===== src/rtl/csp_buf_pkg.sv =====
// Shared constants and helpers for the CSP link buffer.
// Router flit width, default depth, occupancy width.
package csp_buf_pkg;

  localparam int FLIT_W    = 11;
  localparam int BUF_DEPTH = 4;

  function automatic int cnt_w(input int depth);
    return $clog2(depth + 1);
  endfunction

endpackage


===== src/rtl/csp_buf_ptr.sv =====
// Wrap-at-DEPTH pointer for the CSP link buffer.
// Explicit compare so non-power-of-2 depths wrap correctly.
module csp_buf_ptr #(
  parameter int DEPTH = 4
) (
  input  logic                     clk,
  input  logic                     reset_n,
  input  logic                     en,
  input  logic                     clr,
  output logic [$clog2(DEPTH)-1:0] ptr
);

  localparam int PW = $clog2(DEPTH);

  always_ff @(posedge clk or negedge reset_n) begin
    if (!reset_n) begin
      ptr <= '0;
    end else if (clr) begin
      ptr <= '0;
    end else if (en) begin
      ptr <= (ptr == PW'(DEPTH - 1)) ? '0 : ptr + 1'b1;
    end
  end

endmodule


===== src/rtl/csp_lsbuf_fifo.sv =====
// Parametrised valid/ready flit buffer between router input and crossbar.
// Occupancy, almost-full and sync flush; no same-cycle bypass.
module csp_lsbuf_fifo
  import csp_buf_pkg::*;
#(
  parameter int WIDTH    = FLIT_W,
  parameter int DEPTH    = BUF_DEPTH,
  parameter int AF_LEVEL = DEPTH - 1
) (
  input  logic                    clk,
  input  logic                    reset_n,
  input  logic                    flush,
  input  logic                    in_valid,
  output logic                    in_ready,
  input  logic [WIDTH-1:0]        in_data,
  output logic                    out_valid,
  input  logic                    out_ready,
  output logic [WIDTH-1:0]        out_data,
  output logic [cnt_w(DEPTH)-1:0] count,
  output logic                    almost_full
);

  localparam int CW = cnt_w(DEPTH);
  localparam int PW = $clog2(DEPTH);

  logic [WIDTH-1:0] mem [DEPTH];
  logic [PW-1:0]    wr_ptr;
  logic [PW-1:0]    rd_ptr;
  logic             push;
  logic             pop;
  logic [CW-1:0]    cnt_nx;

  assign in_ready  = (count != CW'(DEPTH));
  assign out_valid = (count != '0);
  assign out_data  = mem[rd_ptr];

  // flush wins: transfers offered in the flush cycle are dropped
  assign push = in_valid & in_ready & ~flush;
  assign pop  = out_valid & out_ready & ~flush;

  csp_buf_ptr #(
    .DEPTH (DEPTH)
  ) u_wr_ptr (
    .clk     (clk),
    .reset_n (reset_n),
    .en      (push),
    .clr     (flush),
    .ptr     (wr_ptr)
  );

  csp_buf_ptr #(
    .DEPTH (DEPTH)
  ) u_rd_ptr (
    .clk     (clk),
    .reset_n (reset_n),
    .en      (pop),
    .clr     (flush),
    .ptr     (rd_ptr)
  );

  always_ff @(posedge clk) begin
    if (push) begin
      mem[wr_ptr] <= in_data;
    end
  end

  always_comb begin
    cnt_nx = count;
    unique case (1'b1)
      flush:         cnt_nx = '0;
      push && !pop:  cnt_nx = count + 1'b1;
      pop  && !push: cnt_nx = count - 1'b1;
      default:       cnt_nx = count;
    endcase
  end

  always_ff @(posedge clk or negedge reset_n) begin
    if (!reset_n) begin
      count       <= '0;
      almost_full <= 1'b0;
    end else begin
      count       <= cnt_nx;
      almost_full <= (cnt_nx >= CW'(AF_LEVEL));
    end
  end

endmodule


===== config.mk =====
export PLATFORM = sky130hd
export DESIGN_NAME = csp_lsbuf_fifo
export DESIGN_NICKNAME = d
export VERILOG_FILES = /design/src/rtl/csp_buf_pkg.sv /design/src/rtl/csp_buf_ptr.sv /design/src/rtl/csp_lsbuf_fifo.sv
export SDC_FILE = /design/constraint.sdc
export NUM_CORES = 1
export LEC_CHECK = 0
export CORE_ASPECT_RATIO = 0.75
export CORE_MARGIN = 3
export CORE_UTILIZATION = 52
export CTS_CLUSTER_SIZE = 40
export DETAILED_ROUTE_END_ITERATION = 10
export PLACE_DENSITY = 0.74
export SETUP_SLACK_MARGIN = 0.3
export SLEW_MARGIN = 20
export SYNTH_ARGS = -nofsm -noshare
export SYNTH_HDL_FRONTEND = slang
export SYNTH_SLANG_ARGS = --single-unit

===== constraint.sdc =====
create_clock -name clk -period 3 [get_ports clk]
set_input_delay 0.45 -clock clk [delete_from_list [all_inputs] [get_ports clk]]
set_output_delay 0.45 -clock clk [all_outputs]
set_load 0.005 [all_outputs]

==> results.json <==
{
  "run_status": "finished clean",
  "root_buffer": "clkbuf_8",
  "floorplan.rows": 19,
  "gr-usage-met3_pct": 4.386,
  "port_buf_inserts": 32,
  "critPathMaxFanout": 8,
  "mostFrequentLayoutCells": "edfxtp_1 (44), clkdlybuf4s50_1 (32), mux4_2 (8), dfrtp_1 (8), inv_1 (7)",
  "cts_buffer_depth": 2,
  "number_of_buffers_added_for_setup_after_cts": 0,
  "grt_pass1_vias": 1178,
  "vdd_drop_max_uv": 423.9,
  "yosysWarningCount": 0,
  "count_of_cell_types_in_the_netlist": 28,
  "globalplace.congestion": 0.7660,
  "post_route_cells_drive_above_1_share_pct": 12.75,
  "setup-tns-final_ns": 0,
  "grt_setup_unrepaired": "false",
  "skew_ns": 0.001740,
  "grt_first_pass_wirelength_um": 5733,
  "grt_remaining_overflow": 0,
  "synth.largest_area_cell": "edfxtp_1",
  "seq_area_frac_synth_pct": 71.70,
  "grt_max_degree": 15,
  "detailroute.via_count": 1101,
  "design.core.area_sq_mm": 0.003780,
  "cts.htree.levels": 2,
  "maxSlewHeadroom_pct": 60.68,
  "cts_repair_resize_count": 0,
  "antenna_found_initial": 0,
  "initial_utilization_pct": 56.14,
  "synth.area.top_cells": "edfxtp_1 (62%), dfrtp_1 (9.4%), mux4_2 (8.5%), mux4_1 (3.7%), ha_1 (2.9%)",
  "clock_latency_late_sink_ns": 0.29,
  "finalWorstSetupSlack_ns": 0.3924,
  "r2r_end": "almost_full",
  "final_critical_path_time_including_i_o_delays_and_setup_ns": 2.608,
  "drt-wirelength-per-cell_um": 17.94,
  "seqCellArea_sq_mm": 0.001521,
  "worstPathRequired_ns": 2.55,
  "gr-usage-met1_pct": 20.22,
  "fill_cells": 255,
  "arrival_time_of_the_worst_setup_path_ns": 2.16,
  "timing_worst_setup_path_type": "reg2out",
  "leading_cell_type_in_the_layout_fill_and_taps_excluded": "edfxtp_1",
  "rr_startpoint": "count[0]",
  "dr.first_iter.drc_count": 54,
  "drt-pass1-iter-count": 4,
  "insertedDiodeCount": 0,
  "clock_tree_from_tritoncts": "built",
  "detail_route.vias_per_cell": 5.478,
  "ff2ff_path_depth": 7,
  "cts.clk_slew.worst_paths_ns": 0.08,
  "worst_setup_path_end_kind": "output pin",
  "hold_buffers": 0,
  "synthesized_netlist_cell_count": 111,
  "dpl_worst_slack_ns": 0.3193,
  "die_y_um": 61.32,
  "finalMaxSlewViolations": 0,
  "ant_nets": 0,
  "totalWireLength_um": 3606,
  "min_path_type": "in2async",
  "syn_avg_cell_area_sq_um": 19.12,
  "area_share_of_the_leading_cell_type_in_the_synthesized_netlist_pct": 62.26,
  "synth_fp_nets": 133,
  "dieWidth_um": 79.77,
  "clock-sinks": 52,
  "yosys_register_bits": 52,
  "total_area_of_multi_input_combinational_cells_sq_um": 549.3,
  "final_util_pct": 68.22,
  "worst_slew_pin_slew_ns": 0.5898,
  "gr-usage-met2_pct": 28.54,
  "max_freq_ghz": 0.3835,
  "post_route_worst_hold_slack_ns": 0.4207,
  "grt_most_used_layer": "met2",
  "drc_errors": 0,
  "pwr_density_cell_mw_per_mm2": 699.8,
  "synth_area_sq_mm": 0.002122,
  "numCtsBuffers": 5,
  "total_leakage_power_uw": 0.0009014,
  "track_usage_pct": 16.62,
  "io-pin-count": 33,
  "die-area_sq_mm": 0.004891,
  "fin_nets": 171,
  "max-cap-violations": 0,
  "critical_path.startpoint_type": "flop",
  "areaGrowthSynthToFinish_pct": 21.52,
  "final-setup-viol-count": 0,
  "final-hold-violation-count": 0,
  "min_period_over_period_pct": 86.92,
  "place.detailed.hpwl_um": 2518,
  "r2r_slack_ns": 0.68
}
## per-layer routing
metal / up-vias / routed length [um]
met1: 551 / 1525
met3: 5 / 158
met5: - / 0
met2: 31 / 1871
met4: 0 / 51
li1: 514 / -
## how the worst max path moves through the flow
| stage | start | to | slack (ns) | cells past startpoint |
|---|---|---|---|---|
| after CTS | u_rd_ptr.ptr[0] | out_data[1] | 0.38 | 3 |
| final | u_rd_ptr.ptr[0] | out_data[1] | 0.39 | 3 |
| after detailed placement | in_valid | almost_full | 0.32 | 9 |
| after floorplan | count[0] | almost_full | 0.89 | 7 |
| after global placement | in_valid | almost_full | 0.48 | 9 |
| after global routing | u_rd_ptr.ptr[0] | out_data[1] | 0.32 | 3 |
## flip-flops by register name (all words and copies together) (netlist names)
name	count
almost_full	1
count	3
mem	44
u_rd_ptr.ptr	2
u_wr_ptr.ptr	2
## metrics by stage
step                total power [uW]  cell area, sq um  std cells
floorplan                       1199              2122        111
global placement                1441              2501        194
detailed placement              1465              2501        194
CTS                             1825              2579        201
global route                    1901              2579        201
finish                          1805              2579        201
## layout make-up
class                   instances  share of cell area (%)
clock inverters                 1                  0.1941
clock buffers                   6                   2.814
well taps                      52                   2.523
inverters                       8                   1.164
multi-input cells              48                   21.30
repair buffers                 34                   13.00
flip-flops and latches         52                   59.00
## critical path: stages (launching register included)
cell,delay [ns]
dfrtp_1,0.53
buf_4,0.27
mux4_1,0.59
clkdlybuf4s50_1,0.47
## power breakdown
part / leakage [uW] / internal, uW / switching [uW]
logic: 0.000354 / 324 / 194
registers: 0.000506 / 843 / 80.6
clock network: 0.0000410 / 159 / 203
## kinds of logic after synthesis
family	Yosys count	share of synthesized area [%]
AOI/OAI and AO/OA	10	2.948
xor gates and xnor gates	3	1.238
adders and majority gates	6	3.892
buffers and inverters	11	2.417
DFF	52	71.70
muxes	11	12.21
and+or+nand+nor	18	5.601
## synthesized netlist by cell type
cell type   n
nand2_1     1
dfrtp_1     8
o311ai_1    1
mux4_1      3
xnor2_1     1
nor2_1      3
a21oi_1     2
nand3b_1    1
or3_1       3
nor3b_4     1
o21ai_0     1
edfxtp_1   44
xor2_1      2
ha_1        5
inv_2       1
buf_6       1
fa_1        1
nand3_1     3
and2_1      4
nor3_2      1
a31oi_1     1
and3b_1     1
o21ai_1     3
o31ai_1     1
buf_2       2
o32a_1      1
mux4_2      8
inv_1       7
Power figures use the tool's default switching activity.
